## config.mk

```make
export PLATFORM = sky130hd
export DESIGN_NAME = best_idx_readout
export DESIGN_NICKNAME = d
export VERILOG_FILES = /design/src/rtl/best_idx_readout.sv
export SDC_FILE = /design/constraint.sdc
export NUM_CORES = 1
export LEC_CHECK = 0
export BUFFER_PORTS_ARGS = -buffer_cell sky130_fd_sc_hd__buf_2
export CAP_MARGIN = 20
export CORE_MARGIN = 1
export CORE_UTILIZATION = 35
export CTS_CLUSTER_DIAMETER = 60
export CTS_CLUSTER_SIZE = 30
export DETAILED_ROUTE_END_ITERATION = 10
export PLACE_DENSITY_LB_ADDON = 0.3
export SKIP_LAST_GASP = 1
export SLEW_MARGIN = 10
export SYNTH_ARGS = -nofsm -noshare
export SYNTH_HDL_FRONTEND = slang
export SYNTH_SLANG_ARGS = --single-unit
export TNS_END_PERCENT = 10
```

## constraint.sdc

```tcl
create_clock -name clk -period 3.99 [get_ports clk]
set_clock_uncertainty 0.1 [all_clocks]
set_input_delay 0.798 -clock clk [delete_from_list [all_inputs] [get_ports clk]]
set_output_delay 0.798 -clock clk [all_outputs]
set_load 0.03 [all_outputs]
```

## src/rtl/best_idx_readout.sv

```systemverilog
// Reads K k-best index banks one address at a time and streams the words over a valid/ready port.
// Define KBEST_COMPUTE1_EN to also stream the compute-1 field (2K beats per address instead of K).
module best_idx_readout #(
  parameter  int K          = 4,
  parameter  int IDX_WIDTH  = 9,
  parameter  int NUM_LEAVES = 64,
  localparam int LEAF_ADDRW = $clog2(NUM_LEAVES),
  localparam int W          = LEAF_ADDRW + IDX_WIDTH
) (
  input  logic                clk,
  input  logic                rst_n,
  input  logic                start,
  input  logic [8:0]          last_addr,
  output logic [K-1:0]        csb1,
  output logic [8:0]          addr1,
  input  logic [K-1:0][W-1:0] compute0_ridx_1,
  input  logic [K-1:0][W-1:0] compute1_ridx_1,
  output logic [W-1:0]        out_data,
  output logic                out_valid,
  input  logic                out_ready,
  output logic                out_last,
  output logic                busy,
  output logic                done
);

`ifdef KBEST_COMPUTE1_EN
  localparam int NB = 2 * K;
`else
  localparam int NB = K;
`endif
  localparam int                BEAT_W    = (NB > 1) ? $clog2(NB) : 1;
  localparam logic [BEAT_W-1:0] LAST_BEAT = BEAT_W'(NB - 1);

  typedef enum logic [2:0] {
    S_IDLE    = 3'd0,
    S_READ    = 3'd1,
    S_CAPTURE = 3'd2,
    S_STREAM  = 3'd3,
    S_DONE    = 3'd4
  } state_t;

  state_t            r_state;
  state_t            w_next;
  logic [8:0]        r_addr;
  logic [8:0]        r_last_addr;
  logic [BEAT_W-1:0] r_beat;
  logic [W-1:0]      r_buf [NB];
  logic              w_hs;
  logic              w_final_addr;
  logic              w_last_beat;
  logic              w_start_ok;

  assign w_hs         = (r_state == S_STREAM) && out_ready;
  assign w_final_addr = (r_addr == r_last_addr);
  assign w_last_beat  = (r_beat == LAST_BEAT);
  assign w_start_ok   = (r_state == S_IDLE) && start;

  always_ff @(posedge clk or negedge rst_n) begin
    if (!rst_n) begin
      r_state <= S_IDLE;
    end else begin
      r_state <= w_next;
    end
  end

  always_comb begin
    w_next = r_state;
    case (r_state)
      S_IDLE:    if (start) w_next = S_READ;
      S_READ:    w_next = S_CAPTURE;
      S_CAPTURE: w_next = S_STREAM;
      S_STREAM:  if (w_hs && w_last_beat) w_next = w_final_addr ? S_DONE : S_READ;
      S_DONE:    w_next = S_IDLE;
      default:   w_next = S_IDLE;
    endcase
  end

  always_comb begin
    csb1      = '1;
    out_valid = 1'b0;
    out_data  = '0;
    out_last  = 1'b0;
    busy      = 1'b1;
    done      = 1'b0;
    case (r_state)
      S_IDLE:   busy = 1'b0;
      S_READ:   csb1 = '0;
      S_STREAM: begin
        out_valid = 1'b1;
        out_data  = r_buf[r_beat];
        out_last  = w_final_addr && w_last_beat;
      end
      S_DONE:   done = 1'b1;
      default:  ;
    endcase
  end

  assign addr1 = r_addr;

  // The final address is never incremented, so last_addr = 511 cannot wrap.
  always_ff @(posedge clk or negedge rst_n) begin
    if (!rst_n) begin
      r_addr      <= '0;
      r_last_addr <= '0;
      r_beat      <= '0;
    end else begin
      if (w_start_ok) begin
        r_addr      <= '0;
        r_last_addr <= last_addr;
      end else if (w_hs && w_last_beat && !w_final_addr) begin
        r_addr <= r_addr + 9'd1;
      end
      if (w_hs) begin
        r_beat <= w_last_beat ? '0 : r_beat + 1'b1;
      end
    end
  end

  // Bank data is valid the cycle after READ, i.e. during CAPTURE.
  always_ff @(posedge clk or negedge rst_n) begin
    if (!rst_n) begin
      for (int i = 0; i < NB; i++) r_buf[i] <= '0;
    end else if (r_state == S_CAPTURE) begin
      for (int k = 0; k < K; k++) begin
        r_buf[k] <= compute0_ridx_1[k];
`ifdef KBEST_COMPUTE1_EN
        r_buf[K+k] <= compute1_ridx_1[k];
`endif
      end
    end
  end

`ifndef KBEST_COMPUTE1_EN
  logic w_unused_c1;
  assign w_unused_c1 = ^compute1_ridx_1;
`endif

endmodule
```

After elaboration in Yosys (flattened, before gate mapping). Cells that the tools add are included.

Output and inout bits: 32. Flip-flop bits (word level): 83.

Reduce and logical (&&, ||, !) cells: 9. Equal/unequal tests: 8. Magnitude comparators: 1. Add/subtract/negate cells: 2. Multiplexer cells: 16. Bitwise logic cells: 1.

Operators by type and width (count): 15-bit two-way mux (3); 15-bit binary-select mux with 2-bit select (1); 9-bit two-way mux (2); 3-bit case mux with 4 select lines (1); 9-bit by 1-bit adder with 9-bit output (second input constant) (1); 9-bit equality test (1); 3-bit two-way mux (3); 3-bit by 2-bit equality test with 1-bit output (second input constant) (2); 1-bit logical AND (5); 1-bit two-way mux (4); 4-bit two-way mux (1); 3-bit by 1-bit equality test with 1-bit output (second input constant) (1); 3-bit equality test (second input constant) (1); 3-bit greater-or-equal comparator (second input constant) (1); 3-bit logical NOT (1); 2-bit NOT with 3-bit output (1); 2-bit by 1-bit adder with 2-bit output (second input constant) (1); 2-bit equality test (second input constant) (1); 2-bit two-way mux (1); 2-bit by 1-bit != test with 1-bit output (second input constant) (1); 2-bit != test (second input constant) (1); 2-bit AND reduction (1); 2-bit nonzero test (1); 1-bit logical NOT (1).

Depth between registers and ports, before layout. Gate-level depths: netlist of the first run.

Word-level depth: 6. Gate-level depth with buffers: 7. Depth with buffers taken out: 6.

Least setup slack after synthesis of the first run. OpenSTA, ideal clock, no wires.

Kind: register -> output. Start: reg r_addr[0], in the netlist addr1[0]. End: out out_last. Path slack: 1305 ps. Cell stages (with the launch flop): 6. Arrival time: 1787 ps. Path through: dfrtp_1 > xor2_1 > nor4_1 > and3_1 > buf_2 > and3_1.

Longest elaborated chain between the ends: 3.

Ends and longest elaborated chain: start: declaration (RTL line 44) `logic [8:0] r_addr;`; start signal: assignment (RTL line 111) `r_addr <= r_addr + 9'd1;`; 9-bit equality test (RTL line 54) `assign w_final_addr = (r_addr == r_last_addr);`; 1-bit logical AND (RTL line 91) `out_last = w_final_addr && w_last_beat;`; 1-bit two-way mux (RTL line 85) `case (r_state)`; end: declaration (RTL line 21) `output logic out_last,`.

Every way passes these cells.

Worst setup path after layout of the first run. Ends and elaborated chain as after synthesis.

==> results of run 1 <==
==> path summary, 6_finish.rpt <==
| check | startpoint | to | cells after the start |
|---|---|---|---|
| worst min register to register | r_last_addr[3] | r_last_addr[3] | 2 |
| worst max-delay path | addr1[0] | out_last | 5 |
| worst max register to register | r_beat[1] | addr1[5] | 5 |
| worst min-delay path | rst_n | r_last_addr[0] | 1 |
| max in group asynchronous | rst_n | r_buf[35] | 2 |
| min in group clk | r_last_addr[3] | r_last_addr[3] | 2 |
==> kinds of logic after synthesis <==
group / synth area share [%]
muxes: 27.1
xor gates and xnor gates: 2.47
AOI/OAI and AO/OA: 2.28
buffers and inverters: 2.76
DFF: 53.3
adders and majority gates: 0.643
and+or+nand+nor: 11.4
==> cells in the mapped netlist (2+ instances only) <==
cell and n:
and3_1 5, mux2i_1 3, and2_1 16, nand3_1 4, clkbuf_1 6, buf_2 11
o21ai_0 2, nor3_1 4, inv_1 2, mux2_2 61, nand2b_1 2, or3_1 3
a21oi_1 3, ha_1 2, nand4_1 2, mux4_2 15, buf_4 3, nand2_1 38
xnor2_1 2, nor2_1 5, dfrtp_1 83, xor2_1 9, nor3b_1 2
==> flip-flops by register name, indices dropped and copies added (netlist names) <==
| name | count |
|---|---|
| r_last_addr | 9 |
| r_beat | 2 |
| r_state | 3 |
| addr1 | 9 |
| r_buf | 60 |
==> power by group through the flow <==
stage	Sequential (mW)	Combinational (mW)	Clock, mW
after floorplan	1.41	1.72	0
final	1.48	2.13	0.600
after global placement	1.48	2.12	0
after detailed placement	1.50	2.16	0
after global routing	1.54	2.30	0.660
after CTS	1.49	2.16	0.635
==> routing by layer <==
layer / GRT usage (%) / share of wire, %
met1: 19.2 / 45
met2: 24.1 / 47
met3: 5.27 / 6.9
met4: 5.28 / 1.2
met5: 0 / 0
==> worst max-delay path: cells and delay by family, from the launching register on <==
family / cells / cell delay [ns]
xor+xnor: 1 / 0.19
buf+inv: 1 / 0.20
simple gates: 3 / 1.11
flops: 1 / 0.46
==> area by class of cell <==
class	instances	area, um2	share of cell area [%]
timing repair buffer	107	558	11.8
multi-input combinational	192	1710	36.3
clock inverter	2	35.0	0.741
clock buffer	13	159	3.36
tap	140	175	3.71
inverter	2	7.51	0.159
sequential	83	2080	44.0
==> metrics by stage <==
step	std cells	power [mW]
floorplan	297	3.14
global placement	523	3.60
detailed placement	523	3.66
CTS	538	4.28
global route	539	4.50
finish	539	4.20
==> impl_metrics.py, run 1 <==
metrics = {
    "sta": {
        "timing_worst_slew_pin_value_ns": 0.870,
        "pins_over_their_slew_limit": 0,
        "fmaxAchievable_mhz": 312,
        "layout_min_cycle_time_ns": 3.20,
        "final.period_utilization_pct": 80.3,
        "setup_viol": 0,
        "timing.slew.headroom_pct": 42.0,
        "hold_violations": 0,
        "grt_setup_unrepaired": "no",
        "final_hold_slack_ns": 0.346,
        "post-route-worst-setup-slack_ns": 0.785,
        "setup_total_negative_slack_ns": 0,
    },
    "synth": {
        "yosys_register_bits": 83,
        "ys_seq_area_share_pct": 53.3,
        "synth_top_cell_by_area": "dfrtp_1",
        "synth_edf_count": 0,
        "yosys_most_used_dff": "dfrtp_1",
        "synthesis.area_um2": 3890,
        "avgSynthCellArea_um2": 13.1,
        "synthCells": 297,
        "ys_async_sr_fraction_pct": 100,
        "synthesis.nets": 432,
        "synthTopCellsByArea": "dfrtp_1 53%, mux2_2 18%, mux4_2 8.7%, nand2_1 3.7%, and2_1 2.6%",
        "synth.distinct_cells": 37,
        "yosysTopAreaCellShare_pct": 53.3,
        "ys.warnings.count": 0,
    },
    "floorplan": {
        "io_pins": 165,
        "initial_utilization_pct": 35.9,
        "fp.dieH_um": 107,
        "placementRows": 38,
        "core_um2": 10800,
        "die_area_um2": 11600,
        "die_wd_um": 107,
    },
    "layout": {
        "postLayoutCellArea_um2": 4730,
        "layout_commonest_cell": "buf_2",
        "layout-drive-gt1-share_pct": 50.1,
        "area_delta_synth_final_pct": 21.4,
        "nFillCells": 1044,
        "diodes": 0,
        "num-nets-final": 530,
        "layout.cells.most_common_list": "103 x buf_2, 83 x dfrtp_1, 61 x mux2_2",
        "layout.core_utilization_pct": 43.6,
    },
    "worst_hold_path": {
        "worst_hold_path_type": "primary input to asynchronous set/reset pin",
    },
    "critical_path": {
        "critical_path_peak_fanout": 8,
        "timing.critical_path.from_type": "flop",
        "critical-path-top-cell-by-count": "and3_1",
        "timing.critical_path.required_ns": 3.09,
        "setup.reg_to_reg.worst_slack_ns": 1.37,
        "wp_data_arrival_ns": 2.31,
        "slowest_delay_ns": 0.49,
        "worst_path_cell_chain": "xor2_1 -> nor4_1 -> and3_1 -> and3_1 -> buf_2",
        "worst_setup_path_end_kind": "output port",
        "setup.worst_path.class": "flop to output port",
        "cell_at_the_slowest_stage_of_the_critical_path": "nor4_1",
    },
    "power": {
        "seq_power_share_pct": 35.2,
        "power_leakage_nw": 2.20,
        "net-switching-power_mw": 1.65,
        "power-per-cell-area_nw_per_um2": 890,
        "power.ir.vdd_worst_mv": 0.419,
        "power.switching_fraction_pct": 39.1,
        "clock_power_share_pct": 14.3,
        "p_comb_share_pct": 50.6,
        "internal-power_mw": 2.56,
    },
    "status": {
        "outcome": "complete, no violations",
    },
    "clocking": {
        "number_of_buffers_added_by_the_clock_tree_synthesis_step": 9,
        "number_of_buffers_on_the_longest_clock_path": 2,
        "cts_htree_levels": 3,
        "cts_num_sinks": 83,
        "clk_latency_ns": 0.34,
        "tritoncts": "done",
        "hold_fix_buffers_cts": 0,
        "cts_post_setup_buffers_inserted": 0,
        "cts_repair_resize_count": 0,
        "clock-root-buffer": "clkbuf_8",
        "worst_setup_hold_path_clk_slew_ns": 0.08,
    },
    "grt": {
        "largest_net_degree_at_the_start_of_global_routing": 84,
        "grt_pass1_vias": 2736,
        "antenna_found_initial": 0,
        "grt_first_pass_wirelength_um": 13300,
        "grt_total_ovfl": 0,
        "groute.usage.overall_pct": 15.2,
    },
    "drt": {
        "firstDrtPassIters": 4,
        "finalWirelength_um": 8210,
        "vias_per_cell": 4.88,
        "detailroute.via_count": 2633,
        "drt-wirelength-per-cell_um": 15.2,
        "drc_errors": 0,
        "ant_nets": 0,
        "drtIter0Drc": 88,
    },
    "placed_design": {
        "gp_congestion": 0.756,
        "placed_area_um2": 4510,
        "post-place-ws_ns": 1.17,
        "io_buffers": 104,
        "post-dp-hpwl_um": 5440,
    },
    "job": {
        "max_cap_violations": 0,
    },
}
Power figures use the tool's default switching activity.
==> run 2: changes to the inputs <==
==> constraint.sdc (replaced) <==
create_clock -name clk -period 3 [get_ports clk]
set_clock_uncertainty 0.1 [all_clocks]
set_input_delay 0.6 -clock clk [delete_from_list [all_inputs] [get_ports clk]]
set_output_delay 0.6 -clock clk [all_outputs]
set_load 0.03 [all_outputs]
==> run 2 against run 1 <==
Against the previous run:
- critical path depth unchanged
- global-route usage increased by 0.51 points
- clock-buffer cell count decreased by 4
- critical endpoint unchanged
- largest power group unchanged
==> impl_metrics.py, run 2 (synthesized netlist as in run 1, its figures left out) <==
metrics = {
    "clocking": {
        "hold_fix_buffers_cts": 0,
        "number_of_buffers_on_the_longest_clock_path": 2,
        "worst_setup_hold_path_clk_slew_ns": 0.08,
        "cts_post_setup_buffers_inserted": 0,
        "number_of_buffers_added_by_the_clock_tree_synthesis_step": 9,
        "tritoncts": "done",
        "cts_repair_resize_count": 0,
        "clock-root-buffer": "clkbuf_8",
        "cts_num_sinks": 83,
        "clk_latency_ns": 0.36,
        "cts_htree_levels": 3,
    },
    "drt": {
        "finalWirelength_um": 8230,
        "vias_per_cell": 4.85,
        "ant_nets": 0,
        "drtIter0Drc": 108,
        "firstDrtPassIters": 4,
        "detailroute.via_count": 2640,
        "drt-wirelength-per-cell_um": 15.1,
        "drc_errors": 0,
    },
    "placed_design": {
        "io_buffers": 104,
        "gp_congestion": 0.750,
        "placed_cells": 527,
        "post-dp-hpwl_um": 5480,
    },
    "layout": {
        "largest_register_ffs": 60,
        "nFillCells": 1037,
        "area_delta_synth_final_pct": 23.8,
        "layout-drive-gt1-share_pct": 51.2,
        "largest_register": "r_buf",
        "layout.core_utilization_pct": 44.5,
        "post_layout_nonfiller_instances": 544,
        "num-nets-final": 534,
        "diodes": 0,
        "area.sequential_um2": 2080,
        "layout.cells.most_common_list": "103 x buf_2, 83 x dfrtp_1, 61 x mux2_2",
        "layout_commonest_cell": "buf_2",
        "multi_input_area_um2": 1710,
    },
    "critical_path": {
        "critical-path-top-cell-by-count": "and3_1",
        "worst_path_cell_chain": "xor2_1 -> nor4_1 -> and3_1 -> and3_1 -> buf_2",
        "slowest_delay_ns": 0.46,
        "cell_at_the_slowest_stage_of_the_critical_path": "dfrtp_1",
        "timing.critical_path.required_ns": 2.30,
        "path_buf_inv": 1,
        "wp_data_arrival_ns": 2.08,
        "timing.critical_path.from_type": "flop",
        "worst_setup_path_end_kind": "output port",
        "critPathTopFamily": "simple AND/OR/NAND/NOR gates",
        "setup.worst_path.class": "flop to output port",
        "critical_path_peak_fanout": 6,
    },
    "power": {
        "total_power_mw": 5.82,
        "power.ir.vdd_worst_mv": 0.653,
        "power-per-cell-area_nw_per_um2": 1210,
        "power_leakage_nw": 2.25,
    },
    "status": {
        "outcome": "complete, no violations",
    },
    "grt": {
        "largest_net_degree_at_the_start_of_global_routing": 84,
        "grt_total_ovfl": 0,
        "grt_pass1_vias": 2690,
        "groute.usage.overall_pct": 15.7,
        "antenna_found_initial": 0,
        "grt_first_pass_wirelength_um": 13600,
    },
    "sta": {
        "timing_worst_slew_pin_value_ns": 0.609,
        "grt_setup_unrepaired": "no",
        "pins_over_their_slew_limit": 0,
        "timing.slew.headroom_pct": 59.3,
        "hold_violations": 0,
        "final.period_utilization_pct": 92.8,
        "setup_total_negative_slack_ns": 0,
        "setup_viol": 0,
        "layout_min_cycle_time_ns": 2.78,
        "fmaxAchievable_mhz": 359,
    },
    "worst_hold_path": {
        "worst_hold_path_type": "primary input to asynchronous set/reset pin",
    },
    "floorplan": {
        "core_um2": 10800,
        "fp.dieH_um": 107,
        "die_area_um2": 11600,
        "initial_utilization_pct": 35.9,
        "io_pins": 165,
        "die_wd_um": 107,
        "placementRows": 38,
    },
    "job": {
        "max_cap_violations": 0,
    },
}
run 2: changes by cell type in the layout (fill, tap and decap cells not counted):
cell and change:
buf_4 +3, bufinv_16 +2, clkbuf_1 -2, clkbuf_8 -2, buf_16 +1, clkinv_2 +1
clkinv_4 +1, clkinvlp_4 +1
run 2: final timing paths:
kind	start	to	slack [ns]	depth (start not counted)
min in group clk	last_addr[5]	r_last_addr[5]	0.33	3
max in group asynchronous	rst_n	r_buf[58]	2.12	2
setup reg to reg	r_beat[0]	addr1[5]	0.80	6
setup / recovery	addr1[0]	out_last	0.22	5
hold reg to reg	r_last_addr[4]	r_last_addr[4]	0.40	2
hold / removal	rst_n	addr1[0]	0.07	1
run 2: worst reg2reg max path, delay by kind of cell, from the launching register on:
kind	cells	cell delay, ns
AOI/OAI and AO/OA	3	0.86
adders and majority gates	1	0.32
buffers and inverters	1	0.34
DFF	1	0.32
and+or+nand+nor	1	0.16
run 2: final cells by class:
type,instances,share of cell area (%)
clock buffers,9,2.57
clock inverters,7,2.41
inverters,2,0.156
multi-input cells,192,35.5
flip-flops and latches,83,43.1
well taps,140,3.63
repair buffers,111,12.6
run 2: where the power goes:
part / switching [mW] / total (mW) / internal (mW) / leakage (nW)
Sequential: 0.282 / 1.91 / 1.63 / 0.999
Combinational: 1.54 / 2.93 / 1.39 / 1.13
Clock: 0.419 / 0.970 / 0.551 / 0.119
Total: 2.24 / 5.82 / 3.58 / 2.25
run 2: through the flow:
| stage | worst slack [ns] | cell area [um2] | hold slack, ns |
|---|---|---|---|
| final | 0.217 | 4820 | 0.0704 |
| after global routing | 0.00617 | 4820 | 0.0826 |
| after CTS | 0.174 | 4790 | 0.310 |
| after detailed placement | 0.602 | 4550 | 0.386 |
| after global placement | 0.599 | 4550 | 0.378 |
| after floorplan | 0.513 | 3890 | 0.204 |
run 2: layer usage:
layer | global-route usage, % | part of all wire, % | wire length [um] | vias to the layer above
li1 | - | - | - | 1252
met1 | 20.4 | 46 | 3770 | 1303
met2 | 24.3 | 46 | 3790 | 74
met3 | 5.02 | 6.5 | 533 | 11
met4 | 6.16 | 1.7 | 137 | 0
met5 | 0 | 0 | 0 | -
